==> config.mk <==
export PLATFORM = sky130hd
export DESIGN_NAME = div_issue_ctrl
export DESIGN_NICKNAME = d
export VERILOG_FILES = /design/src/rtl/div_issue_ctrl.sv
export SDC_FILE = /design/constraint.sdc
export NUM_CORES = 1
export LEC_CHECK = 0
export BUFFER_PORTS_ARGS = -buffer_cell sky130_fd_sc_hd__buf_2
export CORE_MARGIN = 5
export CORE_UTILIZATION = 40
export CTS_CLUSTER_DIAMETER = 30
export CTS_CLUSTER_SIZE = 40
export DETAILED_ROUTE_END_ITERATION = 8
export GPL_TIMING_DRIVEN = 0
export HOLD_SLACK_MARGIN = 0.12
export PLACE_DENSITY = 0.69
export SYNTH_ARGS = -nofsm -noshare
export SYNTH_HDL_FRONTEND = slang
export SYNTH_SLANG_ARGS = --single-unit
==> constraint.sdc <==
create_clock -name clk -period 2.7 [get_ports clk]
set_input_delay 0.405 -clock clk [delete_from_list [all_inputs] [get_ports clk]]
set_output_delay 0.405 -clock clk [all_outputs]
set_load 0.005 [all_outputs]
==> src/rtl/div_issue_ctrl.sv <==
// rtl/div_issue_ctrl.sv - issue controller between the EX stage and the shared 32-bit divider
module div_issue_ctrl #(
    parameter int TAG_W = 5,
    parameter int CNT_W = 16
) (
    input  logic             clk,
    input  logic             resetn,
    input  logic             req_valid,
    output logic             req_ready,
    input  logic [3:0]       req_op,
    input  logic [31:0]      req_src1,
    input  logic [31:0]      req_src2,
    input  logic [TAG_W-1:0] req_tag,
    input  logic             flush,
    output logic [3:0]       div_op,
    output logic [31:0]      div_src1,
    output logic [31:0]      div_src2,
    input  logic             div_done,
    input  logic [31:0]      div_res,
    output logic             res_valid,
    input  logic             res_ready,
    output logic [31:0]      res_data,
    output logic [TAG_W-1:0] res_tag,
    output logic             busy,
    output logic [CNT_W-1:0] done_cnt,
    output logic [7:0]       last_lat
);

    localparam logic [3:0] S_IDLE  = 4'b0001;
    localparam logic [3:0] S_BUSY  = 4'b0010;
    localparam logic [3:0] S_DONE  = 4'b0100;
    localparam logic [3:0] S_DRAIN = 4'b1000;

    logic [3:0]       state_q, state_d;
    logic [3:0]       op_q, op_d;
    logic [31:0]      src1_q, src1_d;
    logic [31:0]      src2_q, src2_d;
    logic [TAG_W-1:0] tag_q, tag_d;
    logic [31:0]      res_data_q, res_data_d;
    logic [CNT_W-1:0] done_cnt_q, done_cnt_d;
    logic [7:0]       lat_cnt_q, lat_cnt_d;
    logic [7:0]       last_lat_q, last_lat_d;

    logic             accept;
    logic             op_legal;
    logic [7:0]       lat_inc;

    assign accept   = req_valid & req_ready;
    assign op_legal = $onehot(req_op);
    assign lat_inc  = (lat_cnt_q == 8'hFF) ? 8'hFF : lat_cnt_q + 8'd1;

    always_ff @(posedge clk or negedge resetn) begin
        if (!resetn) begin
            state_q <= S_IDLE;
        end else begin
            state_q <= state_d;
        end
    end

    // A running divide cannot be aborted, so a flush without div_done parks in DRAIN
    always_comb begin
        state_d = state_q;
        case (state_q)
            S_IDLE: begin
                if (accept) begin
                    state_d = op_legal ? S_BUSY : S_DONE;
                end
            end
            S_BUSY: begin
                if (div_done) begin
                    state_d = flush ? S_IDLE : S_DONE;
                end else if (flush) begin
                    state_d = S_DRAIN;
                end
            end
            S_DRAIN: begin
                if (div_done) begin
                    state_d = S_IDLE;
                end
            end
            S_DONE: begin
                if (flush) begin
                    state_d = S_IDLE;
                end else if (res_ready) begin
                    if (accept) begin
                        state_d = op_legal ? S_BUSY : S_DONE;
                    end else begin
                        state_d = S_IDLE;
                    end
                end
            end
            default: state_d = S_IDLE;
        endcase
    end

    always_comb begin
        req_ready = 1'b0;
        div_op    = 4'b0000;
        res_valid = 1'b0;
        busy      = (state_q != S_IDLE);
        case (state_q)
            S_IDLE:  req_ready = ~flush;
            S_BUSY:  div_op    = op_q;
            S_DRAIN: div_op    = op_q;
            S_DONE: begin
                res_valid = 1'b1;
                req_ready = res_ready & ~flush;
            end
            default: ;
        endcase
    end

    always_comb begin
        op_d       = op_q;
        src1_d     = src1_q;
        src2_d     = src2_q;
        tag_d      = tag_q;
        res_data_d = res_data_q;
        done_cnt_d = done_cnt_q;
        lat_cnt_d  = lat_cnt_q;
        last_lat_d = last_lat_q;

        if (accept) begin
            op_d      = req_op;
            src1_d    = req_src1;
            src2_d    = req_src2;
            tag_d     = req_tag;
            lat_cnt_d = 8'd0;
            if (!op_legal) begin
                res_data_d = 32'd0;
            end
        end

        // The count includes the div_done cycle itself
        if (state_q == S_BUSY) begin
            lat_cnt_d = lat_inc;
            if (div_done && !flush) begin
                res_data_d = div_res;
                last_lat_d = lat_inc;
            end
        end

        if ((state_q == S_DONE) && res_ready && !flush && (done_cnt_q != {CNT_W{1'b1}})) begin
            done_cnt_d = done_cnt_q + CNT_W'(1);
        end
    end

    always_ff @(posedge clk or negedge resetn) begin
        if (!resetn) begin
            op_q       <= 4'b0000;
            src1_q     <= 32'd0;
            src2_q     <= 32'd0;
            tag_q      <= '0;
            res_data_q <= 32'd0;
            done_cnt_q <= '0;
            lat_cnt_q  <= 8'd0;
            last_lat_q <= 8'd0;
        end else begin
            op_q       <= op_d;
            src1_q     <= src1_d;
            src2_q     <= src2_d;
            tag_q      <= tag_d;
            res_data_q <= res_data_d;
            done_cnt_q <= done_cnt_d;
            lat_cnt_q  <= lat_cnt_d;
            last_lat_q <= last_lat_d;
        end
    end

    assign div_src1 = src1_q;
    assign div_src2 = src2_q;
    assign res_data = res_data_q;
    assign res_tag  = tag_q;
    assign done_cnt = done_cnt_q;
    assign last_lat = last_lat_q;

endmodule

==> results of run 1 <==
-- kinds of logic (layout without fill, tap and decap cells) --
logic type	count (synthesis)	count (layout)
buffers and inverters	38	312
other	0	1
AOI/OAI and AO/OA	73	73
DFF	141	141
muxes	5	5
and+or+nand+nor	299	299
xor gates and xnor gates	19	19
adders and majority gates	5	5
-- synthesized netlist by cell type (7+ instances only) --
library cell,n
o21ai_0,12
dfrtp_1,140
and3_1,9
nor2_1,11
clkbuf_1,22
nand3_1,12
xnor2_1,18
a21oi_1,8
nand2_1,227
inv_1,9
a22o_1,32
and2_1,7
nand4_1,7
-- flip-flops by register name, summed over array words and instances, names as in the netlist --
signal / count
done_cnt: 16
res_data: 32
lat_cnt_q: 8
div_src2: 32
last_lat: 8
state_q: 4
div_src1: 32
res_tag: 5
op_q: 4
-- power breakdown --
group          leakage [nW]  switching [mW]  internal, mW
Combinational          2.21           0.918         0.782
Clock                 0.295           0.905          1.48
Sequential             1.84           0.327          2.73
-- worst register-to-register path: stages (launching register included) --
cell and delay, ps:
dfrtp_1 440, or4b_1 560, a21o_1 170, clkbuf_1 250, o21a_1 350, clkbuf_1 270
a22o_1 250
-- layout make-up --
type | instances | area [sq um]
antenna | 1 | 2.50
buffer | 29 | 118
clock buffer | 19 | 443
clock inverter | 12 | 160
fill | 1360 | 6520
inverter | 9 | 33.8
multi-input combinational | 401 | 2140
sequential | 141 | 3530
tap | 184 | 230
timing repair buffer | 243 | 1250
-- metrics by stage --
stage          cell area, sq um  setup WS [ps]  hold WS (ps)  TNS [ps]
3_5_place_dp               7290           -220           455     -5140
3_3_place_gp               7250           -775           452   -110920
6_report                   7900            211           179         0
4_1_cts                    7900            195           165         0
5_1_grt                    7900           22.2           159         0
2_1_floorplan              5820            296           109         0
-- what timing repair did --
item | in CTS | in global routing
resized for setup | 0 | 0
hold endpoints to repair | 66 | 0
hold buffers | 1 | 0
-- placed cells by master, fill, tap and decap left out, types with 3 or more instances in the layout --
cell,count
a311oi_1,4
nand2_1,227
a22o_1,32
mux2_2,3
nand4_1,7
inv_1,9
clkbuf_16,17
dfrtp_1,140
buf_1,5
a21oi_1,8
clkbuf_1,23
nor2_1,11
buf_2,241
inv_6,4
o21ai_0,12
a31oi_1,5
and4_1,3
and3_1,9
xnor2_1,18
nand3_1,12
bufinv_16,3
nor3_1,6
ha_1,4
and2_1,7
or4b_1,4
nand2b_1,6
-- worst max path at each step --
| stage | start | to | slack, ps |
|---|---|---|---|
| global route | req_op[0] | res_data[20] | 20 |
| CTS | req_op[0] | res_data[20] | 190 |
| global placement | resetn | div_src2[4] | -780 |
| floorplan | req_op[0] | res_data[10] | 300 |
| detailed placement | req_op[0] | res_data[20] | -220 |
| finish | req_op[0] | res_data[20] | 210 |
-- routing by layer --
layer  vias to the layer above  share of wire  track usage
met5                         -              0            0
met4                         0          0.015       0.0520
met1                      2308           0.43        0.233
met2                       179           0.47        0.280
met3                        16          0.088       0.0642
li1                       2468              -            -
==> flow_summary.toml, run 1 <==
[run_status]
status = "finished, final reports clean"

[drt]
drc = 0
vias = 4971
finalWirelength_microns = 15400
first_iter_violations = 270
ant_nets = 0
drt-pass1-iter-count = 5
wl_per_cell_microns = 14.8
vias_per_cell = 4.78

[global_route]
overflow = 0
grt_max_degree = 75
grt_pass1_vias = 4782
grt_pass1_wl_microns = 23800
antenna_found_initial = 0
grt_usage = 0.178

[finish]
postLayoutCoreUtil = 0.548
syn_to_final_growth_pct = 35.9
fin_cells = 1039
drive_gt1_frac = 0.329
layout.nets = 958

[clock_tree]
cts_setup_buffers = 0
clk_path_buf_depth = 2
cts_made_buffers = 17
root_buffer = "clkbuf_16"
clk_pin_slew_ps = 60
cts_sinks = 141
cts_tree = "done"
cts_max_level = 4
clock_latency_ps = 410

[sta]
tightest_slew_ps = 900
max_freq_mhz = 402
rsz0062_at_grt = "no"
clock_skew_ps = 11.4
finalHoldViolations = 0
slew_headroom = 0.395
period_minus_slack_ps = 2490
finalMaxSlewViolations = 0
fin_crit_sh = 0.922
setup_viol = 0

[worst_setup_path]
ff2ff_setup_slack_ps = 300
slowest_delay_ps = 540
cp_slowest_cell = "fa_1"
worst_setup_path_start_kind = "input port"
worstPathArrival_ps = 2830
path_cells = "buf_2 -> inv_1 -> fa_1 -> inv_1 -> ha_1 -> ha_1 -> nor3b_1 -> o21a_1 -> clkbuf_1 -> a22o_1"
reg2reg_to = "res_data[20]"
end_kind = "register"
crit-reg2reg-launch = "state_q[1]"
critical_path_required_ps = 3040
crit_cells = 10
reg2reg_depth = 6
worstPathMaxFanout = 10
critPathKind = "in -> reg"
cpLargestDelayFamily = "adder cells"
crit_buf_inv = 4

[placement]
dp_hpwl_microns = 11600
dp.cells = 1006
place_congestion = 0.780
port_buffers = 241

[yosys]
syn_area_sq_um = 5820
synthFlopType = "dfrtp_1"
synth-simple-area-share = 0.223
synth_top_area_frac = 0.602
synth_warnings = 0
synth_fa_ha_area_frac = 0.0120
synth_nets = 696
synth-compound-area-share = 0.0938
ys_seq_elements = 141
netlist-cell-type-count = 43
synth_edf_count = 0
synthXorXnorAreaFrac = 0.0286
muxShareOfSynthArea = 0.00925
ys_top_cells_by_area = "dfrtp_1 60%, nand2_1 15%, a22o_1 4.8%, xnor2_1 2.7%, clkbuf_1 1.4%"
synth_seq_area_share = 0.607
synth-async-reset-ratio = 1.00
synth_area_leader_cell = "dfrtp_1"
syn_inst = 580
syn_avg_cell_area_sq_um = 10.0
synth_top_family_by_area = "simple AND/OR/NAND/NOR gates"

[min_path]
hp-start = "req_src1[6]"
hold_end = "div_src1[6]"
min_path_cells = 3
hp-class = "in -> reg"

[floorplan]
die_x_microns = 131
dieArea_sq_um = 17100
coreArea_sq_um = 14400
start_util = 0.403
die_h_microns = 131
io_pins = 243
rows = 44

[power]
p_leak_nw = 4.35
ir_worst_vdd_mv = 0.400
powerDensity_nw_per_um2 = 904
p_total_mw = 7.14

[flow_run]
drv_cap = 0
Note: power is estimated with default switching activity, not from simulation.
==> inputs of run 2 (changes only) <==
--- a/config.mk
+++ b/config.mk
@@ -14,6 +14,7 @@
 export GPL_TIMING_DRIVEN = 0
 export HOLD_SLACK_MARGIN = 0.12
 export PLACE_DENSITY = 0.69
+export REMOVE_ABC_BUFFERS = 1
 export SYNTH_ARGS = -nofsm -noshare
 export SYNTH_HDL_FRONTEND = slang
 export SYNTH_SLANG_ARGS = --single-unit
==> flow_summary.toml, run 2 (same netlist as run 1, synthesis figures left out) <==
[clock_tree]
cts_setup_buffers = 0
cts_made_buffers = 17
cts_tree = "done"
clk_pin_slew_ps = 60
clock_latency_ps = 410
cts_sinks = 141
root_buffer = "clkbuf_16"
clk_path_buf_depth = 2
cts_max_level = 4

[sta]
period_minus_slack_ps = 2520
clock_skew_ps = 9.60
tightest_slew_ps = 1000
finalMaxSlewViolations = 0
max_freq_mhz = 397
setup_viol = 0
slew_headroom = 0.327
fin_crit_sh = 0.933
finalHoldViolations = 0
rsz0062_at_grt = "no"

[placement]
place_congestion = 0.774
port_buffers = 242
dp.cells = 980
dp_hpwl_microns = 10600

[worst_setup_path]
critical_path_required_ps = 3040
worstPathMaxFanout = 82
worst_setup_path_start_kind = "register"
worstPathArrival_ps = 2860
end_kind = "register"
critPathKind = "reg -> reg"

[global_route]
grt_pass1_vias = 4830
grt_max_degree = 94
overflow = 0
grt_pass1_wl_microns = 24100
grt_usage = 0.178
antenna_found_initial = 0

[floorplan]
dieArea_sq_um = 17100
rows = 44
coreArea_sq_um = 14400
die_x_microns = 131
start_util = 0.403
die_h_microns = 131
io_pins = 243

[flow_run]
drv_cap = 0

[power]
p_leak_nw = 4.33
p_total_mw = 7.16
powerDensity_nw_per_um2 = 910
ir_worst_vdd_mv = 0.651

[finish]
fin_cells = 1013
antenna_cells_inserted = 0
layout.nets = 932
mostFrequentLayoutCells = "241 x buf_2, 227 x nand2_1, 140 x dfrtp_1"
drive_gt1_frac = 0.346
postLayoutCoreUtil = 0.546
syn_to_final_growth_pct = 35.3
final_common_cell = "buf_2"

[drt]
wl_per_cell_microns = 14.9
vias = 4887
vias_per_cell = 4.82
drt-pass1-iter-count = 4
drc = 0
first_iter_violations = 173
ant_nets = 0
finalWirelength_microns = 15100

[min_path]
hp-class = "in -> reg"

[run_status]
status = "finished, final reports clean"
## run 2: cell types whose count changed in the layout (fill, tap and decap cells not counted), moves of 2 or more
cell / previous run / this run
inv_6: 4 / 1
clkbuf_1: 23 / 1
clkinvlp_4: 1 / 3
clkinv_4: 2 / 4
buf_1: 5 / 0
buf_16: 1 / 3
## run 2: worst max-delay path, cell delays in order, from the launching register on
cell and delay [ps]:
dfstp_2 590, nand3b_1 240, a21o_4 710, o21a_2 650, a22o_1 230
## run 2: metrics by stage
stage | hold slack [ps] | worst slack (ps) | cell area [sq um] | TNS, ps
2_1_floorplan | 109 | -1280 | 5700 | -98150
3_3_place_gp | 450 | -3250 | 7140 | -406120
3_5_place_dp | 375 | -513 | 7250 | -16400
4_1_cts | 152 | 143 | 7870 | 0
5_1_grt | 153 | 13.3 | 7870 | 0
6_report | 176 | 182 | 7870 | 0
## run 2: metal layers
metal | GRT usage | vias to the layer above | wire length, microns
met3 | 0.0927 | 15 | 1800
met4 | 0.0520 | 0 | 189
li1 | - | 2415 | -
met2 | 0.273 | 192 | 6750
met1 | 0.220 | 2265 | 6360
met5 | 0 | - | 0
## run 2: where the power goes
group / total (mW) / switching [mW] / leakage (nW) / internal [mW]
sequential: 3.06 / 0.337 / 1.84 / 2.73
combinational: 1.71 / 0.917 / 2.19 / 0.790
clock: 2.39 / 0.905 / 0.290 / 1.48
## run 2: path summary, 6_finish.rpt
check	start	endpoint	slack [ps]	cells after the start
min in group asynchronous	resetn	done_cnt[8]	490	2
hold / removal	req_src2[29]	div_src2[29]	180	3
max in group asynchronous	resetn	last_lat[1]	1400	3
setup reg to reg	state_q[0]	res_data[8]	180	4
hold reg to reg	div_src2[25]	div_src2[25]	460	2
setup / recovery	state_q[0]	res_data[8]	180	4
## run 2: final cells by class
type	count	area, sq um
multi-input cells	401	2160
fillers	1321	6550
well taps	184	230
clock buffers	19	443
repair buffers	246	1310
clock inverters	13	166
flip-flops and latches	141	3530
inverters	9	33.8
## run 2: timing repair
item,4_1_cts,5_1_grt
endpoints found under the setup margin,33,0
gates resized for setup,1,0
hold buffers,1,0
hold endpoints to repair,47,0
